**src/rtl/dice_pkg.sv**
```systemverilog
// Shared types and helpers for the serial dice prize selector.
package dice_pkg;

   localparam int unsigned FACE_MIN    = 1;
   localparam int unsigned FACE_MAX    = 6;
   localparam int unsigned PRIZE_MAX_W = 32;

   typedef enum logic [1:0] {
      COLLECT,
      EVAL,
      PRESENT
   } state_t;

   // One-hot prize for multiplicity m, clamped to the top prize bit; m=0 gives no prize.
   function automatic logic [PRIZE_MAX_W-1:0] onehot_prize(input int unsigned m,
                                                          input int unsigned num_prizes);
      int unsigned idx;
      idx = (m < num_prizes) ? m : num_prizes;
      if (idx == 0) return '0;
      return PRIZE_MAX_W'(1) << (idx - 1);
   endfunction

endpackage

```
**src/rtl/face_max_find.sv**
```systemverilog
// Combinational search for the most frequent face; the highest face wins ties.
module face_max_find
   import dice_pkg::*;
#(
   parameter int unsigned NUM_FACES = FACE_MAX,
   parameter int unsigned CNT_W     = 3,
   parameter int unsigned FACE_W    = 3
) (
   input  logic [NUM_FACES*CNT_W-1:0] i_counts,
   output logic [CNT_W-1:0]           o_max_cnt_c,
   output logic [FACE_W-1:0]          o_max_face_c
);

   // Ascending scan with >= lets a later (higher) face take over an equal count.
   always_comb begin
      o_max_cnt_c  = '0;
      o_max_face_c = '0;
      for (int unsigned f = FACE_MIN; f <= NUM_FACES; f++) begin
         if (i_counts[(f-1)*CNT_W +: CNT_W] >= o_max_cnt_c) begin
            o_max_cnt_c  = i_counts[(f-1)*CNT_W +: CNT_W];
            o_max_face_c = FACE_W'(f);
         end
      end
   end

endmodule

```
**src/rtl/dice_prize_seq.sv**
```systemverilog
// Serial dice prize selector: collects NUM_DICE dice, finds the winning face, presents a one-hot prize.
module dice_prize_seq
   import dice_pkg::*;
#(
   parameter  int unsigned NUM_DICE   = 6,
   parameter  int unsigned FACE_W     = 3,
   parameter  int unsigned NUM_FACES  = FACE_MAX,
   parameter  int unsigned NUM_PRIZES = 6,
   localparam int unsigned CNT_W      = $clog2(NUM_DICE + 1)
) (
   input  logic                  clk,
   input  logic                  rst_n,
   input  logic                  abort,
   input  logic                  die_valid,
   input  logic [FACE_W-1:0]     die_value,
   output logic                  die_ready,
   output logic                  prize_valid,
   input  logic                  prize_ready,
   output logic [NUM_PRIZES-1:0] prize,
   output logic [FACE_W-1:0]     win_face,
   output logic [CNT_W-1:0]      win_count,
   output logic                  err
);

   state_t                     r_state;
   state_t                     w_nxt_state;
   logic [NUM_FACES*CNT_W-1:0] r_counts;
   logic [CNT_W-1:0]           r_dice_cnt;
   logic                       r_round_err;

   logic                       r_die_ready;
   logic                       r_prize_valid;
   logic [NUM_PRIZES-1:0]      r_prize;
   logic [FACE_W-1:0]          r_win_face;
   logic [CNT_W-1:0]           r_win_count;
   logic                       r_err;

   logic                       w_accept;
   logic                       w_clear;
   logic                       w_face_ok;
   logic                       w_nxt_ready;
   logic                       w_nxt_valid;
   logic [NUM_PRIZES-1:0]      w_nxt_prize;
   logic [FACE_W-1:0]          w_nxt_face;
   logic [CNT_W-1:0]           w_nxt_count;
   logic                       w_nxt_err;
   logic [CNT_W-1:0]           w_max_cnt;
   logic [FACE_W-1:0]          w_max_face;

   assign w_face_ok = (die_value >= FACE_W'(FACE_MIN)) && (32'(die_value) <= NUM_FACES);

   face_max_find #(
      .NUM_FACES (NUM_FACES),
      .CNT_W     (CNT_W),
      .FACE_W    (FACE_W)
   ) u_max (
      .i_counts     (r_counts),
      .o_max_cnt_c  (w_max_cnt),
      .o_max_face_c (w_max_face)
   );

   // Next state and next output values; abort outranks both die acceptance and prize_ready.
   always_comb begin
      w_nxt_state = r_state;
      w_accept    = 1'b0;
      w_clear     = 1'b0;
      w_nxt_valid = r_prize_valid;
      w_nxt_prize = r_prize;
      w_nxt_face  = r_win_face;
      w_nxt_count = r_win_count;
      w_nxt_err   = r_err;
      if (abort) begin
         w_nxt_state = COLLECT;
         w_clear     = 1'b1;
         w_nxt_valid = 1'b0;
         w_nxt_prize = '0;
         w_nxt_face  = '0;
         w_nxt_count = '0;
         w_nxt_err   = 1'b0;
      end else begin
         case (r_state)
            COLLECT: begin
               w_accept = die_valid && r_die_ready;
               if (w_accept && (r_dice_cnt == CNT_W'(NUM_DICE - 1))) w_nxt_state = EVAL;
            end
            EVAL: begin
               w_nxt_state = PRESENT;
               w_nxt_valid = 1'b1;
               if (r_round_err) begin
                  w_nxt_prize = '0;
                  w_nxt_face  = '0;
                  w_nxt_count = '0;
                  w_nxt_err   = 1'b1;
               end else begin
                  w_nxt_prize = NUM_PRIZES'(onehot_prize(32'(w_max_cnt), NUM_PRIZES));
                  w_nxt_face  = w_max_face;
                  w_nxt_count = w_max_cnt;
                  w_nxt_err   = 1'b0;
               end
            end
            PRESENT: begin
               if (prize_ready) begin
                  w_nxt_state = COLLECT;
                  w_clear     = 1'b1;
                  w_nxt_valid = 1'b0;
                  w_nxt_prize = '0;
                  w_nxt_face  = '0;
                  w_nxt_count = '0;
                  w_nxt_err   = 1'b0;
               end
            end
            default: w_nxt_state = COLLECT;
         endcase
      end
      w_nxt_ready = (w_nxt_state == COLLECT);
   end

   always_ff @(posedge clk or negedge rst_n) begin
      if (!rst_n) begin
         r_state       <= COLLECT;
         r_die_ready   <= 1'b0;
         r_prize_valid <= 1'b0;
         r_prize       <= '0;
         r_win_face    <= '0;
         r_win_count   <= '0;
         r_err         <= 1'b0;
      end else begin
         r_state       <= w_nxt_state;
         r_die_ready   <= w_nxt_ready;
         r_prize_valid <= w_nxt_valid;
         r_prize       <= w_nxt_prize;
         r_win_face    <= w_nxt_face;
         r_win_count   <= w_nxt_count;
         r_err         <= w_nxt_err;
      end
   end

   // Per-face occurrence counters, dice counter and sticky invalid-die flag.
   always_ff @(posedge clk or negedge rst_n) begin
      if (!rst_n) begin
         r_counts    <= '0;
         r_dice_cnt  <= '0;
         r_round_err <= 1'b0;
      end else if (w_clear) begin
         r_counts    <= '0;
         r_dice_cnt  <= '0;
         r_round_err <= 1'b0;
      end else if (w_accept) begin
         r_dice_cnt <= r_dice_cnt + CNT_W'(1);
         if (!w_face_ok) r_round_err <= 1'b1;
         for (int unsigned f = FACE_MIN; f <= NUM_FACES; f++) begin
            if ((die_value == FACE_W'(f)) &&
                (r_counts[(f-1)*CNT_W +: CNT_W] != CNT_W'(NUM_DICE)))
               r_counts[(f-1)*CNT_W +: CNT_W] <= r_counts[(f-1)*CNT_W +: CNT_W] + CNT_W'(1);
         end
      end
   end

   assign die_ready   = r_die_ready;
   assign prize_valid = r_prize_valid;
   assign prize       = r_prize;
   assign win_face    = r_win_face;
   assign win_count   = r_win_count;
   assign err         = r_err;

endmodule

```
**config.mk**
```make
export PLATFORM = sky130hd
export DESIGN_NAME = dice_prize_seq
export DESIGN_NICKNAME = d
export VERILOG_FILES = /design/src/rtl/dice_pkg.sv /design/src/rtl/face_max_find.sv /design/src/rtl/dice_prize_seq.sv
export SDC_FILE = /design/constraint.sdc
export NUM_CORES = 1
export LEC_CHECK = 0
export ABC_AREA = 1
export ABC_CLOCK_PERIOD_IN_PS = 17400
export CAP_MARGIN = 20
export CORE_MARGIN = 4
export CORE_UTILIZATION = 63
export DETAILED_ROUTE_END_ITERATION = 12
export PLACE_DENSITY_LB_ADDON = 0.3
export RECOVER_POWER = 25
export SYNTH_ARGS = -nofsm -noshare
export SYNTH_HDL_FRONTEND = slang
export SYNTH_HIERARCHICAL = 1
export SYNTH_SLANG_ARGS = --single-unit
```
**constraint.sdc**
```tcl
create_clock -name clk -period 17.4 [get_ports clk]
set_input_delay 4.35 -clock clk [delete_from_list [all_inputs] [get_ports clk]]
set_output_delay 4.35 -clock clk [all_outputs]
set_load 0.01 [all_outputs]
```
Word-level counts from Yosys, hierarchy flattened
Cells that the tools add are included.
{"block": "totals", "inputBits": 8, "out_inout_bits": 15, "reg_bits": 39, "wordCells": 136}
{"block": "op_classes", "n_reduce_logical": 28, "muxes": 58, "magnitude_cmp": 9, "eq_ne": 17, "shifts": 1, "addsub": 8}
{"operator": "$mux 3", "count": 23}
{"operator": "$mux 18", "count": 2}
{"operator": "$logic_not 32->1", "count": 1}
{"operator": "$shl 1x32->6 const A", "count": 1}
{"operator": "$mux 6", "count": 5}
{"operator": "$add 3x1->3 const B", "count": 7}
{"operator": "$ne 3x3->1 const B", "count": 7}
{"operator": "$mux 1", "count": 17}
{"operator": "$reduce_and 2->1", "count": 8}
{"operator": "$ge 3x3->1", "count": 5}
{"operator": "$reduce_bool 2->1", "count": 7}
{"operator": "$eq 3x3->1 const B", "count": 4}
{"operator": "$pmux 3 s2", "count": 2}
{"operator": "$pmux 6 s2", "count": 1}
{"operator": "$mux 2", "count": 5}
{"operator": "$logic_and 1x1->1", "count": 9}
{"operator": "$eq 3x2->1 const B", "count": 2}
{"operator": "$ge 3x1->1 const B", "count": 2}
{"operator": "$pmux 2 s3", "count": 1}
{"operator": "$logic_not 2->1", "count": 2}
{"operator": "$pmux 1 s2", "count": 2}
{"operator": "$sub 3x1->4 const B", "count": 1}
{"operator": "$eq 3x1->1 const B", "count": 1}
{"operator": "$le 3x3->1 const B", "count": 1}
{"operator": "other kinds (5)", "count": 5}

Depth between registers and ports, before layout
Gate-level depths: netlist (run 1).
{"block": "depth", "word_depth": 23, "depth_mapped": 46, "ltp_nobuf": 46}

Hierarchy
The synthesis (run 1) kept the hierarchy.
{"module": "dice_prize_seq", "seq_area_each_um2": 975.9, "n_inst": 1, "area_each_um2": 2148.3, "cells_per_inst": 265}
{"module": "face_max_find", "seq_area_each_um2": 0.0, "n_inst": 1, "area_each_um2": 649.4, "cells_per_inst": 105}

Worst setup path before layout (run 1)
OpenSTA, ideal clock, no wires.
{"block": "synth_timing", "path_type": "flip-flop to flip-flop", "from": "register r_counts[2]", "to": "register r_prize[4], in the netlist prize[4]", "slack_ns": 11.893, "required_ns": 17.317, "arrival_time_ns": 5.425, "stages_incl_launch_ff": 39, "path_buffers": 0, "setup_ns": 0.083, "cell_sequence": "dfrtp_1 > inv_1 > ha_1 > a21oi_2 > nand2_2 > inv_1 > nand2_1 > o21ai_1 > ha_1 > inv_1 > nand2_1 > or2_1 > nand2_1 > nand2_2 > nand2_1 > nand2_1 > o21ai_2 > ha_1 > [... 3 more ...] > nand2_2 > nand2_4 > nand3_1 > and2_1 > ha_1 > nand2_1 > o21ai_1 > a31oi_4 > or2_2 > and2_1 > ha_1 > a31oi_1 > inv_1 > o21ai_1 > inv_1 > nor2_1 > nand3_1 > o21ai_0"}
{"block": "synth_via", "elab_chain_cells": 23}
{"element": "start: declaration", "line": "dice_prize_seq.sv:27", "text": "logic [NUM_FACES*CNT_W-1:0] r_counts;"}
{"element": "start signal: indexed assignment", "line": "dice_prize_seq.sv:154", "text": "r_counts[(f-1)*CNT_W +: CNT_W] <= r_counts[(f-1)*CNT_W +: CNT_W] + CNT_W'(1);"}
{"element": "$ge 3x1->1", "line": "face_max_find.sv:19", "text": "if (i_counts[(f-1)*CNT_W +: CNT_W] >= o_max_cnt_c) begin"}
{"element": "$mux 3 *", "line": "face_max_find.sv:19"}
{"element": "$ge 3x3->1", "line": "face_max_find.sv:19"}
{"element": "$mux 3 *", "line": "face_max_find.sv:19"}
{"element": "$ge 3x3->1", "line": "face_max_find.sv:19"}
{"element": "$mux 3 *", "line": "face_max_find.sv:19"}
{"element": "$ge 3x3->1", "line": "face_max_find.sv:19"}
{"element": "$mux 3 *", "line": "face_max_find.sv:19"}
{"element": "[... 4 more ...]"}
{"element": "via w_max_cnt[2]", "line": "dice_prize_seq.sv:47", "text": "logic [CNT_W-1:0] w_max_cnt;"}
{"element": "[... 3 more ...]"}
{"element": "$mux 1", "line": "dice_pkg.sv:19", "text": "if (idx == 0) return '0;"}
{"element": "$mux 1", "line": "dice_prize_seq.sv:89", "text": "if (r_round_err) begin"}
{"element": "$mux 1", "line": "dice_prize_seq.sv:81", "text": "case (r_state)"}
{"element": "$mux 1", "line": "dice_prize_seq.sv:72", "text": "if (abort) begin"}
{"element": "$mux 6 *", "line": "dice_pkg.sv:20", "text": "return PRIZE_MAX_W'(1) << (idx - 1);"}
{"element": "$mux 6 *", "line": "dice_prize_seq.sv:89"}
{"element": "$pmux 6 s2 *", "line": "dice_prize_seq.sv:81"}
{"element": "$mux 6 *", "line": "dice_prize_seq.sv:72"}
{"element": "end signal: assignment", "line": "dice_prize_seq.sv:131", "text": "r_prize <= w_nxt_prize;"}
{"element": "end: declaration", "line": "dice_prize_seq.sv:33", "text": "logic [NUM_PRIZES-1:0] r_prize;"}
The timed path passes the listed nets; every way through them passes the cells marked *. The select of a mux whose other input is x is not followed.
A chain may end at the register's enable or synchronous reset.

Final worst setup path (run 1)
{"block": "layout_timing", "from": "register r_counts[2]", "to": "register r_prize[3], in the netlist prize[3]"}
The elaborated chain is that of the path after synthesis.

==> results of run 1 <==
per-layer routing:
metal,track usage (%),vias to the layer above,wire [µm]
met5,0,-,0
met4,7.905,0,100
met3,4.406,10,263
met2,43.80,60,2969
met1,28.46,1121,2583
li1,-,1220,-
worst max path at each step:
| stage | endpoint | slack, ns | cells after the start |
|---|---|---|---|
| after global placement | prize[4] | 11.38 | 42 |
| after floorplan | prize[4] | 11.89 | 38 |
| after global routing | prize[4] | 10.37 | 42 |
| after detailed placement | prize[3] | 11.23 | 42 |
| final | prize[3] | 11.02 | 42 |
| after CTS | prize[3] | 11.10 | 42 |
state kept, by name, indices dropped and copies added (netlist names):
| name | flops |
|---|---|
| r_dice_cnt | 3 |
| die_ready | 1 |
| prize | 6 |
| err | 1 |
| win_face | 3 |
| r_round_err | 1 |
| win_count | 3 |
| r_state | 2 |
| prize_valid | 1 |
| r_counts | 18 |
critical path: cells and delay by family, from the launching register on:
family	cells	cell delay, ns
simple gates	20	2.11
fa+ha+maj	5	1.47
flops	1	0.42
compound gates	10	1.57
buf+inv	7	0.72
per-stage QoR:
stage	setup slack (ns)	hold slack, ns	total power [W]
2_1_floorplan	11.89	0.4624	0.0001131
3_3_place_gp	11.38	0.4531	0.0001187
3_5_place_dp	11.23	0.4608	0.0001198
4_1_cts	11.10	0.4777	0.0001996
5_1_grt	10.37	0.5092	0.0002067
6_report	11.02	0.4772	0.0001988
cell families (layout without fill, tap and decap cells):
kind of cell               Yosys count  count (layout)  share of synthesized area [%]
AOI/OAI and AO/OA                   26              26                          5.725
xor gates and xnor gates             7               7                          2.191
DFF                                 39              39                          34.88
buffers and inverters               60              83                          9.392
and+or+nand+nor                    213             213                          36.63
adders and majority gates           25              25                          11.18
power by group through the flow:
stage / sequential (W) / combinational (W) / clock, W
5_1_grt: 0.0000945 / 0.0000275 / 0.0000847
6_report: 0.0000942 / 0.0000242 / 0.0000804
2_1_floorplan: 0.0000955 / 0.0000176 / 0
4_1_cts: 0.0000941 / 0.0000243 / 0.0000812
3_5_place_dp: 0.0000959 / 0.0000238 / 0
3_3_place_gp: 0.0000958 / 0.0000229 / 0
cells in the final DEF, fill, tap and decap left out, types with 3 or more instances in the layout:
master	netlist	final
nor2_4	3	3
and2_1	3	3
nand3_2	7	7
nor2_1	19	19
clkdlybuf4s50_1	0	21
ha_1	25	25
o21ai_1	10	10
nand2_2	11	11
dfrtp_1	39	39
nand2_1	101	101
clkbuf_8	0	6
xor2_1	7	7
a21oi_1	3	3
nand3_1	56	56
nand4_1	4	4
inv_2	6	6
o21ai_0	7	7
nand2_4	4	4
inv_1	45	45
area by class of cell:
type / count / area [µm²]
sequential: 39 / 975.9
clock buffer: 6 / 82.58
clock inverter: 2 / 35.03
multi-input combinational: 271 / 1559
tap: 50 / 62.56
fill: 321 / 1016
timing repair buffer: 22 / 214.0
inverter: 53 / 198.9
==> flow_metrics.tcl, run 1 <==
set metrics [dict create \
    area_delta_synth_final_pct 11.81 \
    ys_seq_elements 39 \
    violations "capacitance limit, slew limit" \
    viasPerCell 5.442 \
    antenna_found_initial 0 \
    htreeDepth 2 \
    dp.cells 435 \
    rows 23 \
    setup_tns_ns 0 \
    synth_cell_types 31 \
    fin_area_um2 3128 \
    rrSetupSlack_ns 11.02 \
    pin_count 23 \
    finalMaxSlewViolations 40 \
    r2r_start "r_counts[2]" \
    holdBufCountCts 0 \
    power_switching_share_pct 26.27 \
    synth.avg_cell_area_um2 7.561 \
    synth-async-reset-ratio_pct 100.0 \
    worstMarginPinSlew_ns 2.103 \
    period_minus_slack_ns 6.380 \
    first_iter_violations 180 \
    fin_cells 443 \
    combPwrFrac_pct 12.2 \
    leakage_nw 1.699 \
    yosys_most_used_dff "dfrtp_1" \
    grt_overflow 0 \
    clockPowerShare_pct 40.5 \
    cts_buffers 5 \
    finalHoldViolCount 0 \
    final_layout_size_suffix_gt1_share_pct 11.70 \
    clk_pin_slew_ns 0.08 \
    drtAntennaViolNets 0 \
    critPathSlowestCell "dfrtp_1" \
    synth.most_common_cell "nand2_1" \
    cts_tree "yes" \
    r2r-end "prize[3]" \
    outcome "finished, violations left" \
    grt_pass1_vias 2395 \
    nNetsFinal 425 \
    path_max_fanout 9 \
    cts_setup_buffers 0 \
    p_int_w 0.0001466 \
    hold_class "flop to flop" \
    final.period_utilization_pct 36.67 \
    hold_end "win_face[0]" \
    ys_seq_area_share_pct 34.88 \
    core_area_um2 4144 \
    dp_hpwl_um 4338 \
    grt_pass1_wl_um 10330 \
    gp_congestion 0.8146 \
    cts_resized 0 \
    worst_setup_path_start_kind "flop" \
    wirelength_um 5917 \
    die_h_um 74.64 \
    slew_headroom_pct -40.20 \
    placed_area_um2 3012 \
    drc 0 \
    cpPeakStageDelay_ns 0.42 \
    cellPowerDensity_nw_per_um2 63.57 \
    insertion_delay_ns 0.30 \
    synth_edf_count 0 \
    cts.sinks 39 \
    ir_drop_v 0.00003955 \
    synth_cells 370 \
    synth_top_area_share_pct 34.88 \
    cap_violations 1 \
    insertedDiodeCount 0 \
    p_sw_w 0.00005224 \
    endpoint_kind "flop" \
    r2r_cells 42 \
    grt_setup_unrepaired "false" \
    synth_fp_nets 403 \
    start_util_pct 67.51 \
    required_ns 17.62 \
    holdCritStartpoint "win_face[0]" \
    io_buffers 22 \
    route.detailed.wl_per_inst_um 13.36 \
    cts.path.max_buffers 2 \
    final_core_util_pct 75.48 \
    arrival_ns 6.60 \
    power_frac_seq_pct 47.4 \
    gr-usage-all-layers_pct 24.04 \
    die_w_um 74.64 \
    crit_path_frequent_cell "nand2_1" \
    ys.warnings.count 6 \
    whs_path_depth 2 \
    dieArea_um2 5571 \
    setup.worst_path.start "r_counts[2]" \
    yosys-top-cells-area "dfrtp_1 (35%), nand2_1 (14%), ha_1 (11%)" \
    grt_max_degree 40 \
    netlist_area_um2 2798 \
    vias 2411 \
    path_class "flop to flop" \
    setup_violations 0 \
    cts-root-buf "clkbuf_8" \
    yosys-top-cells-count "nand2_1 (101), nand3_1 (56), inv_1 (45)" \
    dr.pass1.iters 4 \
    fmax_ghz 0.1567 \
    skew_ns 0.004543 \
    yosysTopAreaCell "dfrtp_1" \
]
Note: power is estimated with default switching activity, not from simulation.
==> inputs of run 2 (changes only) <==
- ABC_CLOCK_PERIOD_IN_PS: 17400 -> 5400
- CORE_UTILIZATION: 63 -> 53
- clock period: 17.4 -> 5.4 ns (I/O delays scaled with it)
==> flow_metrics.tcl, run 2 (same netlist as run 1, synthesis figures left out) <==
set metrics [dict create \
    worst_setup_path_start_kind "flop" \
    slew_headroom_pct -38.77 \
    route.detailed.wl_per_inst_um 13.30 \
    pin_count 23 \
    leakage_nw 1.854 \
    final_core_util_pct 70.19 \
    hold_class "flop to flop" \
    total_power_w 0.0006568 \
    critPathSlowestCell "dfrtp_1" \
    setup_violations 0 \
    final.period_utilization_pct 99.27 \
    antenna_found_initial 0 \
    grt_pass1_wl_um 10450 \
    dpl_worst_slack_ns -0.2603 \
    cts_tree "yes" \
    clk_pin_slew_ns 0.09 \
    final_common_cell "nand2_1" \
    cts.path.max_buffers 2 \
    rows 26 \
    required_ns 5.64 \
    worstMarginPinSlew_ns 2.082 \
    htreeDepth 2 \
    power_frac_seq_pct 46.2 \
    gp_congestion 0.8247 \
    violations "capacitance limit, slew limit" \
    viasPerCell 5.152 \
    cpPeakStageDelay_ns 0.39 \
    wirelength_um 6466 \
    p_sw_w 0.0001808 \
    final_cell_mix "nand2_1 (90), nand3_1 (53), dfrtp_1 (39), inv_1 (37), buf_4 (22)" \
    fin_ws_ns 0.03951 \
    clockPowerShare_pct 38.2 \
    cellPowerDensity_nw_per_um2 183.2 \
    dp_hpwl_um 4392 \
    cts.sinks 39 \
    crit_buf_inv 7 \
    skew_ns 0.01228 \
    cts-root-buf "clkbuf_8" \
    grt_setup_unrepaired "true" \
    dr.pass1.iters 5 \
    gr-usage-all-layers_pct 20.53 \
    outcome "finished, violations left" \
    fillers 400 \
    arrival_ns 5.60 \
    drtAntennaViolNets 0 \
    start_util_pct 54.78 \
    insertedDiodeCount 0 \
    final_layout_size_suffix_gt1_share_pct 27.40 \
    fin_cells 486 \
    path_max_fanout 6 \
    core_area_um2 5107 \
    fmax_ghz 0.1866 \
    ir_drop_v 0.0001911 \
    grt_pass1_vias 2385 \
    path_class "flop to flop" \
    p_int_w 0.0004760 \
    path_delay_family "simple AND/OR/NAND/NOR gates" \
    area_delta_synth_final_pct 28.13 \
    nNetsFinal 448 \
    finalHoldViolCount 0 \
    cap_violations 1 \
    die_w_um 80.66 \
    top_register "r_counts" \
    vias 2504 \
    finalMaxSlewViolations 40 \
    period_minus_slack_ns 5.360 \
    holdBufCountCts 0 \
    drc 0 \
    crit_path_frequent_cell "nand2_2" \
    cts_buffers 5 \
    grt_overflow 0 \
    largest_register_ffs 18 \
    combPwrFrac_pct 15.7 \
    insertion_delay_ns 0.30 \
    io_buffers 22 \
    grt_max_degree 40 \
    power_switching_share_pct 27.53 \
    first_iter_violations 126 \
    die_h_um 80.66 \
    endpoint_kind "flop" \
    dieArea_um2 6505 \
    dp.cells 467 \
    timing.hold.ws_ns 0.4789 \
]
-- run 2: cell count changes in the layout (fill, tap and decap cells not counted), moves of 3 or more --
cell     previous run  this run
inv_1              45        37
nand2_1           101        90
nand2_4             4         7
nand3_2             7        10
ha_1               25        18
o21ai_2             2         7
nand2_2            11        19
nand3_1            56        53
ha_4                0         7
buf_4               0        22
inv_2               6        15
o21ai_4             0         3
o21ai_0             7         2
o21ai_1            10         7
-- run 2: final timing paths --
kind,from,end,slack [ns],cells after the start
max,r_counts[2],prize[3],0.04,41
min,win_face[1],win_face[1],0.48,2
max in group asynchronous,rst_n,r_counts[11],2.56,1
min reg2reg,win_face[1],win_face[1],0.48,2
max reg2reg,r_counts[2],prize[3],0.04,41
min in group asynchronous,rst_n,win_count[1],1.63,1
-- run 2: per-layer routing --
layer | routed length [µm] | GRT usage [%] | vias to the layer above
li1 | - | - | 1272
met1 | 2735 | 24.54 | 1153
met2 | 3235 | 36.09 | 60
met3 | 308 | 3.924 | 19
met4 | 187 | 7.939 | 0
met5 | 0 | 0 | -
-- run 2: area by class of cell --
| type | count | area, µm² | share of cell area, % |
|---|---|---|---|
| tap | 70 | 87.58 | 2.443 |
| clock buffer | 5 | 68.82 | 1.920 |
| inverter | 53 | 198.9 | 5.550 |
| sequential | 39 | 975.9 | 27.23 |
| clock inverter | 3 | 46.29 | 1.291 |
| multi-input combinational | 271 | 1817 | 50.68 |
| timing repair buffer | 45 | 390.4 | 10.89 |
-- run 2: worst register-to-register path, delay by kind of cell, from the launching register on --
kind	cells	cell delay (ns)
AOI/OAI and AO/OA	11	1.49
adders and majority gates	5	1.12
buffers and inverters	7	0.52
DFF	1	0.39
and+or+nand+nor	18	1.78
-- run 2: through the flow --
step,TNS (ns),area (µm²)
floorplan,0,2808
global placement,-0.004608,3137
detailed placement,-1.339,3137
CTS,0,3306
global route,-1.682,3585
finish,0,3585
-- run 2: what timing repair did --
item | in CTS | in global routing
setup endpoints to repair | 9 | 12
buffers inserted | 2 | 9
pin swaps | 7 | 24
resized for setup | 13 | 48
-- run 2: power by group through the flow --
stage	combinational, W	clock (W)	sequential, W
3_5_place_dp	0.0000829	0	0.000308
3_3_place_gp	0.0000801	0	0.000308
6_report	0.000103	0.000251	0.000303
5_1_grt	0.000114	0.000272	0.000304
4_1_cts	0.0000855	0.000258	0.000303
2_1_floorplan	0.0000579	0	0.000308
